[src/rtl/alu_sequencer.sv]
// Three-state sequencer wrapping an external combinational ALU: captures a request,
// allows one cycle for the ALU, then holds the result until it is consumed. Optional macro: STICKY_OVF_EN.
module alu_sequencer #(
    parameter int N = 32
) (
    input  logic         clk,
    input  logic         rst_n,
    input  logic         in_valid,
    output logic         in_ready,
    input  logic [N-1:0] in_a,
    input  logic [N-1:0] in_b,
    input  logic [2:0]   in_f,
    output logic [N-1:0] alu_a,
    output logic [N-1:0] alu_b,
    output logic [2:0]   alu_f,
    input  logic [N-1:0] alu_y,
    input  logic         alu_o,
    input  logic         alu_z,
    output logic         out_valid,
    input  logic         out_ready,
    output logic [N-1:0] out_y,
    output logic         out_o,
    output logic         out_z,
    output logic [15:0]  op_count,
    input  logic         clr_sticky,
    output logic         ovf_sticky
);

    // state | meaning
    // IDLE  | waiting for a request; in_ready high
    // EXEC  | operands on alu_*; result captured at the closing edge
    // DONE  | result held on out_*; out_valid high until out_ready
    typedef enum logic [1:0] {
        IDLE = 2'd0,
        EXEC = 2'd1,
        DONE = 2'd2
    } state_t;

    state_t        state_q;
    logic          in_ready_q;
    logic          out_valid_q;
    logic [N-1:0]  alu_a_q;
    logic [N-1:0]  alu_b_q;
    logic [2:0]    alu_f_q;
    logic [N-1:0]  out_y_q;
    logic          out_o_q;
    logic          out_z_q;
    logic [15:0]   op_count_q;

    always_ff @(posedge clk or negedge rst_n) begin
        if (!rst_n) begin
            state_q     <= IDLE;
            in_ready_q  <= 1'b1;
            out_valid_q <= 1'b0;
            alu_a_q     <= '0;
            alu_b_q     <= '0;
            alu_f_q     <= 3'b000;
            out_y_q     <= '0;
            out_o_q     <= 1'b0;
            out_z_q     <= 1'b0;
            op_count_q  <= 16'h0000;
        end else begin
            case (state_q)
                IDLE: begin
                    if (in_valid) begin
                        alu_a_q    <= in_a;
                        alu_b_q    <= in_b;
                        alu_f_q    <= in_f;
                        in_ready_q <= 1'b0;
                        state_q    <= EXEC;
                    end
                end
                EXEC: begin
                    out_y_q     <= alu_y;
                    out_o_q     <= alu_o;
                    out_z_q     <= alu_z;
                    out_valid_q <= 1'b1;
                    state_q     <= DONE;
                end
                DONE: begin
                    if (out_ready) begin
                        out_valid_q <= 1'b0;
                        in_ready_q  <= 1'b1;
                        op_count_q  <= op_count_q + 16'd1;
                        state_q     <= IDLE;
                    end
                end
                default: begin
                    out_valid_q <= 1'b0;
                    in_ready_q  <= 1'b1;
                    state_q     <= IDLE;
                end
            endcase
        end
    end

    assign in_ready  = in_ready_q;
    assign out_valid = out_valid_q;
    assign alu_a     = alu_a_q;
    assign alu_b     = alu_b_q;
    assign alu_f     = alu_f_q;
    assign out_y     = out_y_q;
    assign out_o     = out_o_q;
    assign out_z     = out_z_q;
    assign op_count  = op_count_q;

`ifdef STICKY_OVF_EN
    logic ovf_sticky_q;
    logic ovf_sticky_d;

    // A capture of overflow takes priority over a simultaneous clear.
    always_comb begin
        ovf_sticky_d = ovf_sticky_q;
        if (clr_sticky) ovf_sticky_d = 1'b0;
        if (state_q == EXEC && alu_o) ovf_sticky_d = 1'b1;
    end

    always_ff @(posedge clk or negedge rst_n) begin
        if (!rst_n) ovf_sticky_q <= 1'b0;
        else        ovf_sticky_q <= ovf_sticky_d;
    end

    assign ovf_sticky = ovf_sticky_q;
`else
    logic unused_clr_sticky;
    assign unused_clr_sticky = clr_sticky;
    assign ovf_sticky        = 1'b0;
`endif

endmodule
[config.mk]
export PLATFORM = sky130hd
export DESIGN_NAME = alu_sequencer
export DESIGN_NICKNAME = d
export VERILOG_FILES = /design/src/rtl/alu_sequencer.sv
export SDC_FILE = /design/constraint.sdc
export NUM_CORES = 1
export LEC_CHECK = 0
export ABC_CLOCK_PERIOD_IN_PS = 1700
export CORE_ASPECT_RATIO = 1.5
export CORE_MARGIN = 2
export CORE_UTILIZATION = 37
export DETAILED_ROUTE_END_ITERATION = 12
export GPL_TIMING_DRIVEN = 0
export PLACE_DENSITY_LB_ADDON = 0.08
export SLEW_MARGIN = 20
export SYNTH_ARGS = -nofsm -noshare
export SYNTH_HDL_FRONTEND = slang
export SYNTH_SLANG_ARGS = --single-unit
[constraint.sdc]
create_clock -name clk -period 1.7 [get_ports clk]
set_clock_uncertainty 0.15 [all_clocks]
set_input_delay 0.34 -clock clk [delete_from_list [all_inputs] [get_ports clk]]
set_output_delay 0.34 -clock clk [all_outputs]
set_load 0.01 [all_outputs]
==> results of run 1 <==
power breakdown:
part | leakage, nW | internal, W | switching (W) | total [W]
Sequential | 1.43 | 0.00422 | 0.000640 | 0.00486
Clock | 0.279 | 0.00225 | 0.00120 | 0.00345
Combinational | 1.84 | 0.00301 | 0.00221 | 0.00522
Total | 3.55 | 0.00949 | 0.00404 | 0.0135
registers in the layout, indices dropped and copies added, names as in the netlist:
register and cells:
alu_a 32, alu_b 32, out_y 32, op_count 16
alu_f 3, state_q 2, in_ready 1, out_o 1
out_valid 1, out_z 1
layout by cell type, fill, tap and decap left out, types with 3 or more instances in the layout:
cell	instances
sky130_fd_sc_hd__dlygate4sd2_1	118
sky130_fd_sc_hd__dfrtp_1	117
sky130_fd_sc_hd__clkdlybuf4s50_1	102
sky130_fd_sc_hd__mux2_2	98
sky130_fd_sc_hd__buf_4	18
sky130_fd_sc_hd__clkbuf_16	17
sky130_fd_sc_hd__xnor2_1	9
sky130_fd_sc_hd__buf_6	6
sky130_fd_sc_hd__xor2_1	6
sky130_fd_sc_hd__nor2_1	6
sky130_fd_sc_hd__nand2_1	4
sky130_fd_sc_hd__nand3_1	4
sky130_fd_sc_hd__clkinv_2	4
sky130_fd_sc_hd__buf_8	3
sky130_fd_sc_hd__clkbuf_1	3
sky130_fd_sc_hd__clkbuf_8	3
sky130_fd_sc_hd__dfrtp_2	3
cells by family after synthesis:
| logic type | Yosys count |
|---|---|
| DFF | 121 |
| muxes | 102 |
| and+or+nand+nor | 31 |
| xor gates and xnor gates | 15 |
| buffers and inverters | 14 |
| AOI/OAI and AO/OA | 4 |
| adders and majority gates | 1 |
| other | 1 |
through the flow:
step           hold slack, ns  utilization [%]  std cells  power (W)
2_1_floorplan         -0.1056                -        289   0.007429
3_3_place_gp           0.3166            57.38        668    0.01073
3_5_place_dp           0.2414            57.62        669    0.01092
4_1_cts                0.3253            62.11        711    0.01365
5_1_grt                0.3346            62.49        713    0.01432
6_report               0.3305            62.49        713    0.01353
worst paths after layout:
path	from	endpoint	slack, ns	depth (start not counted)
min in group asynchronous	rst_n	alu_b[19]	0.38	2
max in group asynchronous	rst_n	in_ready	0.29	3
max reg2reg	state_q[0]	alu_a[9]	0.03	5
min	op_count[15]	op_count[15]	0.33	1
max	state_q[0]	alu_a[9]	0.03	5
min reg2reg	op_count[15]	op_count[15]	0.33	1
layer usage:
| metal | part of all wire (%) | GRT usage, % | vias to the layer above |
|---|---|---|---|
| met4 | 2.7 | 8.195 | 0 |
| met1 | 35 | 18.46 | 1646 |
| met5 | 0 | 0 | - |
| li1 | - | - | 1524 |
| met2 | 56 | 31.69 | 125 |
| met3 | 6.5 | 6.054 | 23 |
final cells by class:
cell class	count	area share [%]
flip-flops and latches	121	39.18
clock inverters	8	1.228
inverters	1	0.04849
well taps	156	2.521
repair buffers	237	28.59
clock buffers	23	6.174
plain buffers	13	1.697
multi-input cells	154	20.56
repair_timing:
action | in CTS | in global routing
endpoints found under the setup margin | 218 | 78
buffers inserted | 10 | 2
resized for setup | 136 | 12
hold endpoints to repair | 68 | 0
hold buffers | 1 | 0
pin swaps | 2 | 5
worst reg2reg max path, delay by kind of cell, from the launching register on:
family,cells,cell delay (ns)
multiplexers,1,0.34
flip-flops,1,0.41
AND/OR/NAND/NOR,2,0.35
buffers and inverters,2,0.30
==> flow_summary.rst, run 1 <==
.. list-table::
   :header-rows: 1

   * - Metric
     - Value
   * - Run status
     - finished, final reports clean
   * - Kind of cell with the highest combined delay on the critical path
     - flip-flops
   * - Total leakage power
     - 3.552 nW
   * - Cell with the biggest individual delay on the critical path
     - sky130_fd_sc_hd__dfrtp_2
   * - Data arrival time of the critical path
     - 1.80 ns
   * - Clock latency on the worst-skew pair
     - 0.39 ns
   * - Power density over the cells
     - 1748 nW/um^2
   * - Fraction of the mapped netlist area in adder cells
     - 0.2673%
   * - Clk sink count
     - 121
   * - WP buf/inv
     - 2
   * - CP dominant cell by count
     - sky130_fd_sc_hd__buf_8
   * - Register Area
     - 3033 sq um
   * - First-pass detailed-route iteration total
     - 4
   * - Upper clock frequency limit
     - 598.0 MHz
   * - HPWL Detailed
     - 8.695 mm
   * - Synthesis warning total
     - 0
   * - Most repeated cell in the gate-level netlist after synthesis
     - sky130_fd_sc_hd__dfrtp_1
   * - TritonCTS clock tree
     - built
   * - Crit-path max cell delay
     - 0.41 ns
   * - Floorplan die width
     - 95.84 um
   * - Total of flip-flops plus latches after synthesis
     - 121
   * - Initial Util
     - 37.79%
   * - Normalized max-slew margin
     - 55.96%
   * - Max-cap violations
     - 0
   * - Clock tree root buffer cell
     - sky130_fd_sc_hd__clkbuf_16
   * - Overflow left after global routing
     - 0
   * - DIE AREA
     - 13590 sq um
   * - Core footprint
     - 12390 sq um
   * - Final-layout fill cell count
     - 1008
   * - Detailed-route via count
     - 3318
   * - IO Count
     - 226
   * - Worst Path Class, Setup
     - reg2reg
   * - Sort of element at the end of the critical path
     - flip-flop
   * - Most used standard cells in the synthesized netlist
     - sky130_fd_sc_hd__dfrtp_1 (120), sky130_fd_sc_hd__mux2_2 (100), sky130_fd_sc_hd__xnor2_1 (9)
   * - Wire length after detailed routing
     - 11.82 mm
   * - Worst Hold Class
     - reg2reg
   * - Xor and xnor area share after synthesis
     - 2.807%
   * - Wire length of the first global-routing pass
     - 18.25 mm
   * - Count of buffers from port buffering
     - 223
   * - Final Hold Fails
     - 0
   * - DRT iter0 DRCs
     - 30
   * - Max H-tree Level
     - 4
   * - Number of global-route vias before repair
     - 3662
   * - Portion of the clock cycle consumed by the worst path in the final layout
     - 98.36%
   * - Average cell area after synthesis
     - 16.20 sq um
   * - Period minus WS final
     - 1.672 ns
   * - Async S/R FF share, synth
     - 100.0%
   * - Synthesized area
     - 4681 sq um
   * - Maximum fanout count along the critical path
     - 10
   * - Routed len/inst
     - 16.58 um
   * - Antenna violations before repair
     - 0
   * - Number of placement rows
     - 50
   * - Weighted congestion at the end of routability-driven global placement
     - 0.7554
   * - Critical path, cell by cell
     - nand2b_4, nor2_4, buf_8, buf_8, mux2_2
   * - Net count of the mapped netlist
     - 396
   * - Main combinational cell family by area after synthesis
     - multiplexers
   * - Compound-Gate Fraction of Synth Area
     - 0.5346%
   * - Finished Cell Area
     - 7741 sq um
   * - Antenna violation net count after detailed routing
     - 0
   * - Unique masters post-synth
     - 31
   * - Instance area at placement
     - 7137 sq um
   * - Most used flip-flop cell after synthesis
     - sky130_fd_sc_hd__dfrtp_1
   * - Mux share of post-synthesis cell area
     - 24.54%
   * - Clock-pin slew on the worst setup and hold paths
     - 0.05 ns
   * - IR Drop Worst-Case VDD
     - 0.8905 mV
   * - Ratio of cells with drive above 1 in the final layout
     - 30.52%
   * - Actual transition at the worst max-transition pin
     - 0.6605 ns
   * - Number of buffers created by CTS
     - 17
   * - Area fraction in and, or, nand and nor cells after synthesis
     - 4.972%
   * - Syn-to-layout area delta
     - 65.38%
   * - Maximum clock path buffer count
     - 2
   * - Maximum number of pins on one net before global-route repair
     - 70
   * - Drt drc
     - 0
   * - Antenna cells
     - 0
   * - Leading cell types by total area after synthesis
     - sky130_fd_sc_hd__dfrtp_1 (64%), sky130_fd_sc_hd__mux2_2 (24%), sky130_fd_sc_hd__xnor2_1 (1.7%)
   * - Setup tns final
     - 0 ns
   * - Area of combinational cells with multiple inputs
     - 1592 sq um
   * - Number of nets in the final layout
     - 652
   * - Minimum setup slack after placement
     - -0.5129 ns
   * - Sequential share of the synthesized area
     - 64.72%
   * - Die height
     - 141.8 um
   * - Required time of the critical path
     - 1.83 ns
   * - Area share of the largest cell type after synthesis
     - 64.15%
   * - Post-synth EDFFs
     - 0
   * - Setup-failing EPs final
     - 0
   * - Ratio of routed vias to standard cells
     - 4.654
   * - Min setup slack post-route
     - 0.02789 ns
   * - Library cell occupying the most area in the post-synthesis netlist
     - sky130_fd_sc_hd__dfrtp_1
   * - Gate count of the mapped netlist
     - 289
   * - Final Max Tran Viols
     - 0
   * - Unrepaired setup endpoints after global routing
     - true
   * - Overall routing resource usage
     - 17.83%
   * - Element type at the critical path start
     - flip-flop
Power figures use the tool's default switching activity.
==> inputs of run 2 (changes only) <==
- CELL_PAD_IN_SITES_DETAIL_PLACEMENT: default -> 1
- CELL_PAD_IN_SITES_GLOBAL_PLACEMENT: default -> 1
- CORE_MARGIN: 2 -> 8
- CORE_UTILIZATION: 37 -> 29
==> run 2 against run 1 <==
  * Design area grew 3.9%
  * Highest routed layer unchanged
  * Global-route usage shrank 3.2 points
  * Maximum frequency increased by 0.76%
  * Sequential share of layout area is 1.5 points lower
  * Utilization down 12 points
  * Total power grew 5.8%
  * Combinational power is 6.1% higher
  * First-iteration DRC count rose to 3.2 times the previous value
  * Die area grew 51%
  * Sequential cell count did not move
  * Largest cell class unchanged
  * Non-clock buffer count up 15
  * Critical path depth is 4 lower
==> flow_summary.rst, run 2 (synthesized netlist as in run 1, its figures left out) <==
.. list-table::
   :header-rows: 1

   * - Metric
     - Value
   * - DRT iter0 DRCs
     - 95
   * - Final Max Tran Viols
     - 0
   * - Detailed-route via count
     - 3401
   * - Overflow left after global routing
     - 0
   * - Drt drc
     - 0
   * - Number of global-route vias before repair
     - 3923
   * - Weighted congestion at the end of routability-driven global placement
     - 0.6959
   * - Kind of cell with the highest combined delay on the critical path
     - flip-flops
   * - Ratio of cells with drive above 1 in the final layout
     - 32.46%
   * - Count of buffers from port buffering
     - 223
   * - Cell with the biggest individual delay on the critical path
     - sky130_fd_sc_hd__dfrtp_2
   * - Worst hold-check slack
     - 0.2770 ns
   * - Number of nets in the final layout
     - 667
   * - Depth of the most critical reg-to-reg path
     - 5
   * - Number of placement rows
     - 57
   * - Worst flop-to-flop path endpoint
     - op_count[12]
   * - Upper clock frequency limit
     - 602.6 MHz
   * - Final-layout fill cell count
     - 1649
   * - HPWL Detailed
     - 10.92 mm
   * - Required time of the critical path
     - 1.21 ns
   * - Worst Hold Class
     - in2async
   * - DIE AREA
     - 20550 sq um
   * - IR Drop Worst-Case VDD
     - 0.6719 mV
   * - Die height
     - 171.6 um
   * - Ratio of routed vias to standard cells
     - 4.366
   * - Reg2reg start
     - state_q[0]
   * - WP buf/inv
     - 1
   * - Maximum clock path buffer count
     - 2
   * - Leading cell types in the layout, fill and taps excluded
     - sky130_fd_sc_hd__dfrtp_1 (117), sky130_fd_sc_hd__dlygate4sd2_1 (117), sky130_fd_sc_hd__clkdlybuf4s50_1 (103), sky130_fd_sc_hd__mux2_2 (99), sky130_fd_sc_hd__buf_4 (27)
   * - First-pass detailed-route iteration total
     - 4
   * - Data arrival time of the critical path
     - 1.17 ns
   * - Clk sink count
     - 121
   * - Final Hold Fails
     - 0
   * - Antenna violations before repair
     - 0
   * - Portion of the clock cycle consumed by the worst path in the final layout
     - 97.61%
   * - Setup-failing EPs final
     - 0
   * - Initial Util
     - 29.30%
   * - Sort of element at the end of the critical path
     - primary output
   * - Unrepaired setup endpoints after global routing
     - true
   * - Antenna cells
     - 0
   * - Routed len/inst
     - 18.80 um
   * - Setup slack on the worst flop-to-flop path
     - 0.06 ns
   * - Clock latency on the worst-skew pair
     - 0.41 ns
   * - TritonCTS clock tree
     - built
   * - Setup tns final
     - 0 ns
   * - Period minus WS final
     - 1.659 ns
   * - Critical path, cell by cell
     - dlygate4sd2_1
   * - Wire length of the first global-routing pass
     - 22.70 mm
   * - IO Count
     - 226
   * - Run status
     - finished, final reports clean
   * - Worst Path Class, Setup
     - reg2out
   * - Maximum fanout count along the critical path
     - 5
   * - Maximum number of pins on one net before global-route repair
     - 67
   * - Clock tree root buffer cell
     - sky130_fd_sc_hd__clkbuf_16
   * - Clock-pin slew on the worst setup and hold paths
     - 0.06 ns
   * - Syn-to-layout area delta
     - 71.91%
   * - Overall routing resource usage
     - 14.63%
   * - Max-cap violations
     - 0
   * - Antenna violation net count after detailed routing
     - 0
   * - Element type at the critical path start
     - flip-flop
   * - Wire length after detailed routing
     - 14.64 mm
   * - Total leakage power
     - 3.673 nW
   * - Power density over the cells
     - 1779 nW/um^2
   * - Floorplan die width
     - 119.7 um
   * - Number of buffers created by CTS
     - 17
   * - Max H-tree Level
     - 4
   * - Crit-path max cell delay
     - 0.46 ns
   * - Core footprint
     - 15980 sq um
[run 2: worst max-delay path by stage]
stage,startpoint,to,slack [ns],cells past startpoint
floorplan,op_count[0],op_count[12],0.07,5
global placement,rst_n,alu_a[1],-4.84,1
detailed placement,in_valid,alu_b[25],-0.46,6
CTS,state_q[0],alu_a[5],-0.01,6
global route,out_ready,op_count[12],-0.02,5
finish,op_count[0],op_count[0],0.04,1
[run 2: final cells by class]
class                   instances  area (sq um)  share of cell area (%)
plain buffers                  11         135.1                   1.679
clock buffers                  20         436.7                   5.427
clock inverters                12         197.7                   2.457
inverters                       1         3.754                 0.04665
multi-input cells             154          1594                   19.81
flip-flops and latches        121          3033                   37.69
well taps                     206         257.7                   3.203
repair buffers                254          2389                   29.68
[run 2: power by group]
part	total, W	leakage [nW]	switching, W	internal [W]
combinational	0.00554	1.94	0.00234	0.00320
clock	0.00392	0.304	0.00132	0.00260
sequential	0.00486	1.43	0.000636	0.00422
[run 2: timing repair]
action                     CTS  global route
gates cloned                 2             0
hold buffers                 1             0
hold endpoints to repair    54             0
pin swaps                    3             2
setup endpoints to repair  217            75
resized for setup          137            19
setup buffers               18            10
[run 2: worst reg2reg max path, stage by stage, from the launching register on]
cell	delay [ns]
sky130_fd_sc_hd__dfrtp_2	0.42
sky130_fd_sc_hd__buf_6	0.13
sky130_fd_sc_hd__nand4b_4	0.21
sky130_fd_sc_hd__nor4_4	0.31
sky130_fd_sc_hd__nand3_1	0.16
sky130_fd_sc_hd__xnor2_1	0.15
[run 2: metrics by stage]
step / worst slack [ns] / util, % / power (W) / area [sq um] / cells
finish: 0.04057 / 50.37 / 0.01432 / 8046 / 779
global route: -0.02413 / 50.37 / 0.01523 / 8046 / 779
CTS: -0.009972 / 49.73 / 0.01449 / 7944 / 771
detailed placement: -0.4623 / 45.09 / 0.01106 / 7203 / 719
global placement: -4.843 / 44.89 / 0.01089 / 7171 / 718
floorplan: 0.07119 / - / 0.007429 / 4681 / 289
[run 2: metal layers]
layer	wire (um)	global-route usage, %	share of wire (%)
met1	4886	13.94	33
met2	8309	26.72	57
met4	242	5.780	1.7
met3	1204	6.702	8.2
met5	0	0	0
==> inputs of run 3 (changes only) <==
==> constraint.sdc (replaced) <==
create_clock -name clk -period 1.7 [get_ports clk]
set_clock_uncertainty 0.15 [all_clocks]
set_input_delay 0.255 -clock clk [delete_from_list [all_inputs] [get_ports clk]]
set_output_delay 0.255 -clock clk [all_outputs]
set_load 0.01 [all_outputs]
==> run 3 against run 2 <==
  * Sequential cell count unchanged
  * First-iteration DRC count up 22%
  * Clock power about the same
  * Critical path depth up 4
  * Global-route usage unchanged
  * Register-to-register slack about the same
  * Total power down 0.58%
  * Utilization down 0.33 points
  * Maximum frequency up 0.61%
  * Design area down 0.65%
  * Critical endpoint is now alu_b[12]
  * Largest cell class unchanged
  * Highest routed layer unchanged
==> flow_summary.rst, run 3 (synthesized netlist as in run 1, its figures left out) <==
.. list-table::
   :header-rows: 1

   * - Metric
     - Value
   * - Antenna violations before repair
     - 0
   * - Layout Utilization
     - 50.04%
   * - Min setup slack post-route
     - 0.05060 ns
   * - Worst Hold Class
     - in2async
   * - Detailed-route via count
     - 3385
   * - Number of nets in the final layout
     - 663
   * - Die height
     - 171.6 um
   * - Number of placement rows
     - 57
   * - Uppermost metal layer occupied by signal nets
     - met4
   * - Routed length on met3
     - 1.216 mm
   * - Core footprint
     - 15980 sq um
   * - Initial Util
     - 29.30%
   * - Drt drc
     - 0
   * - Final Max Tran Viols
     - 0
   * - Max-cap violations
     - 0
   * - Upper clock frequency limit
     - 606.3 MHz
   * - Weighted congestion at the end of routability-driven global placement
     - 0.6959
   * - HPWL Detailed
     - 10.92 mm
   * - Number of global-route vias before repair
     - 3921
   * - Reg2reg start
     - state_q[0]
   * - Final-layout fill cell count
     - 1653
   * - Length of routed met2 wiring
     - 8.153 mm
   * - Maximum clock path buffer count
     - 2
   * - Unrepaired setup endpoints after global routing
     - true
   * - Run status
     - finished, final reports clean
   * - Required time of the critical path
     - 1.85 ns
   * - Overflow left after global routing
     - 0
   * - Leading cell types in the layout, fill and taps excluded
     - sky130_fd_sc_hd__dlygate4sd2_1 (119), sky130_fd_sc_hd__dfrtp_1 (117), sky130_fd_sc_hd__clkdlybuf4s50_1 (103), sky130_fd_sc_hd__mux2_2 (99), sky130_fd_sc_hd__buf_4 (25)
   * - Total leakage power
     - 3.654 nW
   * - Clock-pin slew on the worst setup and hold paths
     - 0.06 ns
   * - DIE AREA
     - 20550 sq um
   * - Setup-failing EPs final
     - 0
   * - Final Hold Fails
     - 0
   * - Minimum setup slack after placement
     - -0.3773 ns
   * - Depth of the most critical reg-to-reg path
     - 5
   * - Clock tree root buffer cell
     - sky130_fd_sc_hd__clkbuf_16
   * - Antenna violation net count after detailed routing
     - 0
   * - Floorplan die width
     - 119.7 um
   * - Maximum number of pins on one net before global-route repair
     - 67
   * - IR Drop Worst-Case VDD
     - 0.6718 mV
   * - Routed len/inst
     - 18.64 um
   * - Count of buffers from port buffering
     - 223
   * - Sort of element at the end of the critical path
     - flip-flop
   * - Portion of the clock cycle consumed by the worst path in the final layout
     - 97.02%
   * - DRT iter0 DRCs
     - 116
   * - Element type at the critical path start
     - flip-flop
   * - Wire length of the first global-routing pass
     - 22.69 mm
   * - Syn-to-layout area delta
     - 70.78%
   * - Wire length after detailed routing
     - 14.45 mm
   * - Setup slack on the worst flop-to-flop path
     - 0.05 ns
   * - Antenna cells
     - 0
   * - Worst flop-to-flop path endpoint
     - alu_b[12]
   * - Power density over the cells
     - 1781 nW/um^2
   * - Ratio of routed vias to standard cells
     - 4.368
   * - Wire length the detailed router placed on met1
     - 4.799 mm
   * - Clock latency on the worst-skew pair
     - 0.41 ns
   * - Worst Path Class, Setup
     - reg2reg
   * - Ratio of cells with drive above 1 in the final layout
     - 31.63%
   * - Setup tns final
     - 0 ns
   * - First-pass detailed-route iteration total
     - 4
   * - Overall routing resource usage
     - 14.63%
   * - Data arrival time of the critical path
     - 1.80 ns
   * - Max H-tree Level
     - 4
   * - Period minus WS final
     - 1.649 ns
   * - Total power
     - 0.01424 W
   * - IO Count
     - 226
   * - Worst hold-check slack
     - 0.1915 ns
   * - Number of buffers created by CTS
     - 17
   * - Clk sink count
     - 121
   * - Maximum fanout count along the critical path
     - 10
   * - Leading cell type in the layout, fill and taps excluded
     - sky130_fd_sc_hd__dlygate4sd2_1
   * - TritonCTS clock tree
     - built
[run 3: changes by cell type in the layout (fill, tap and decap cells not counted), sizes merged]
cell / change
clkdlybuf4s15: -1
buf: -5
dlygate4sd2: +2
[run 3: power breakdown]
group | internal, W | leakage (nW) | switching [W] | total (W)
Combinational | 0.00315 | 1.92 | 0.00232 | 0.00546
Clock | 0.00260 | 0.304 | 0.00131 | 0.00391
Sequential | 0.00422 | 1.43 | 0.000637 | 0.00486
[run 3: how the worst max path moves through the flow]
stage	startpoint	end	slack [ns]	depth (start not counted)
after floorplan	op_count[0]	op_count[12]	0.07	5
after global placement	rst_n	alu_a[1]	-4.76	1
after detailed placement	in_valid	alu_b[25]	-0.38	6
after CTS	state_q[0]	alu_a[5]	-0.01	6
after global routing	op_count[1]	op_count[12]	-0.03	5
final	state_q[0]	alu_b[12]	0.05	5
[run 3: final cells by class]
| cell class | instances | area [sq um] | area share, % |
|---|---|---|---|
| repair buffers | 250 | 2361 | 29.54 |
| clock inverters | 12 | 197.7 | 2.473 |
| flip-flops and latches | 121 | 3033 | 37.94 |
| clock buffers | 20 | 436.7 | 5.463 |
| inverters | 1 | 3.754 | 0.04696 |
| well taps | 206 | 257.7 | 3.224 |
| multi-input cells | 154 | 1577 | 19.72 |
| plain buffers | 11 | 127.6 | 1.596 |
[run 3: timing repair]
item | 4_1_cts | 5_1_grt
pin swaps | 3 | 1
endpoints found under the setup margin | 217 | 72
endpoints found under the hold margin | 55 | 0
resized for setup | 135 | 13
setup buffers | 17 | 7
cloned | 2 | 0
hold buffers | 1 | 0
[run 3: critical path: stages, from the launching register on]
cell and delay [ns]:
sky130_fd_sc_hd__dfrtp_2 0.42, sky130_fd_sc_hd__nand2b_4 0.16, sky130_fd_sc_hd__nor2_4 0.13, sky130_fd_sc_hd__buf_4 0.15
sky130_fd_sc_hd__buf_4 0.19, sky130_fd_sc_hd__mux2_2 0.35
[run 3: stage by stage]
step                cell area [sq um]  std cells
global placement                 7171        718
detailed placement               7203        719
floorplan                        4681        289
CTS                              7934        770
global route                     7994        775
finish                           7994        775
[run 3: routing by layer]
metal / vias up / global-route usage (%)
met5: - / 0
met4: 0 / 5.780
met3: 26 / 6.702
met2: 120 / 26.69
met1: 1697 / 13.96
li1: 1542 / -
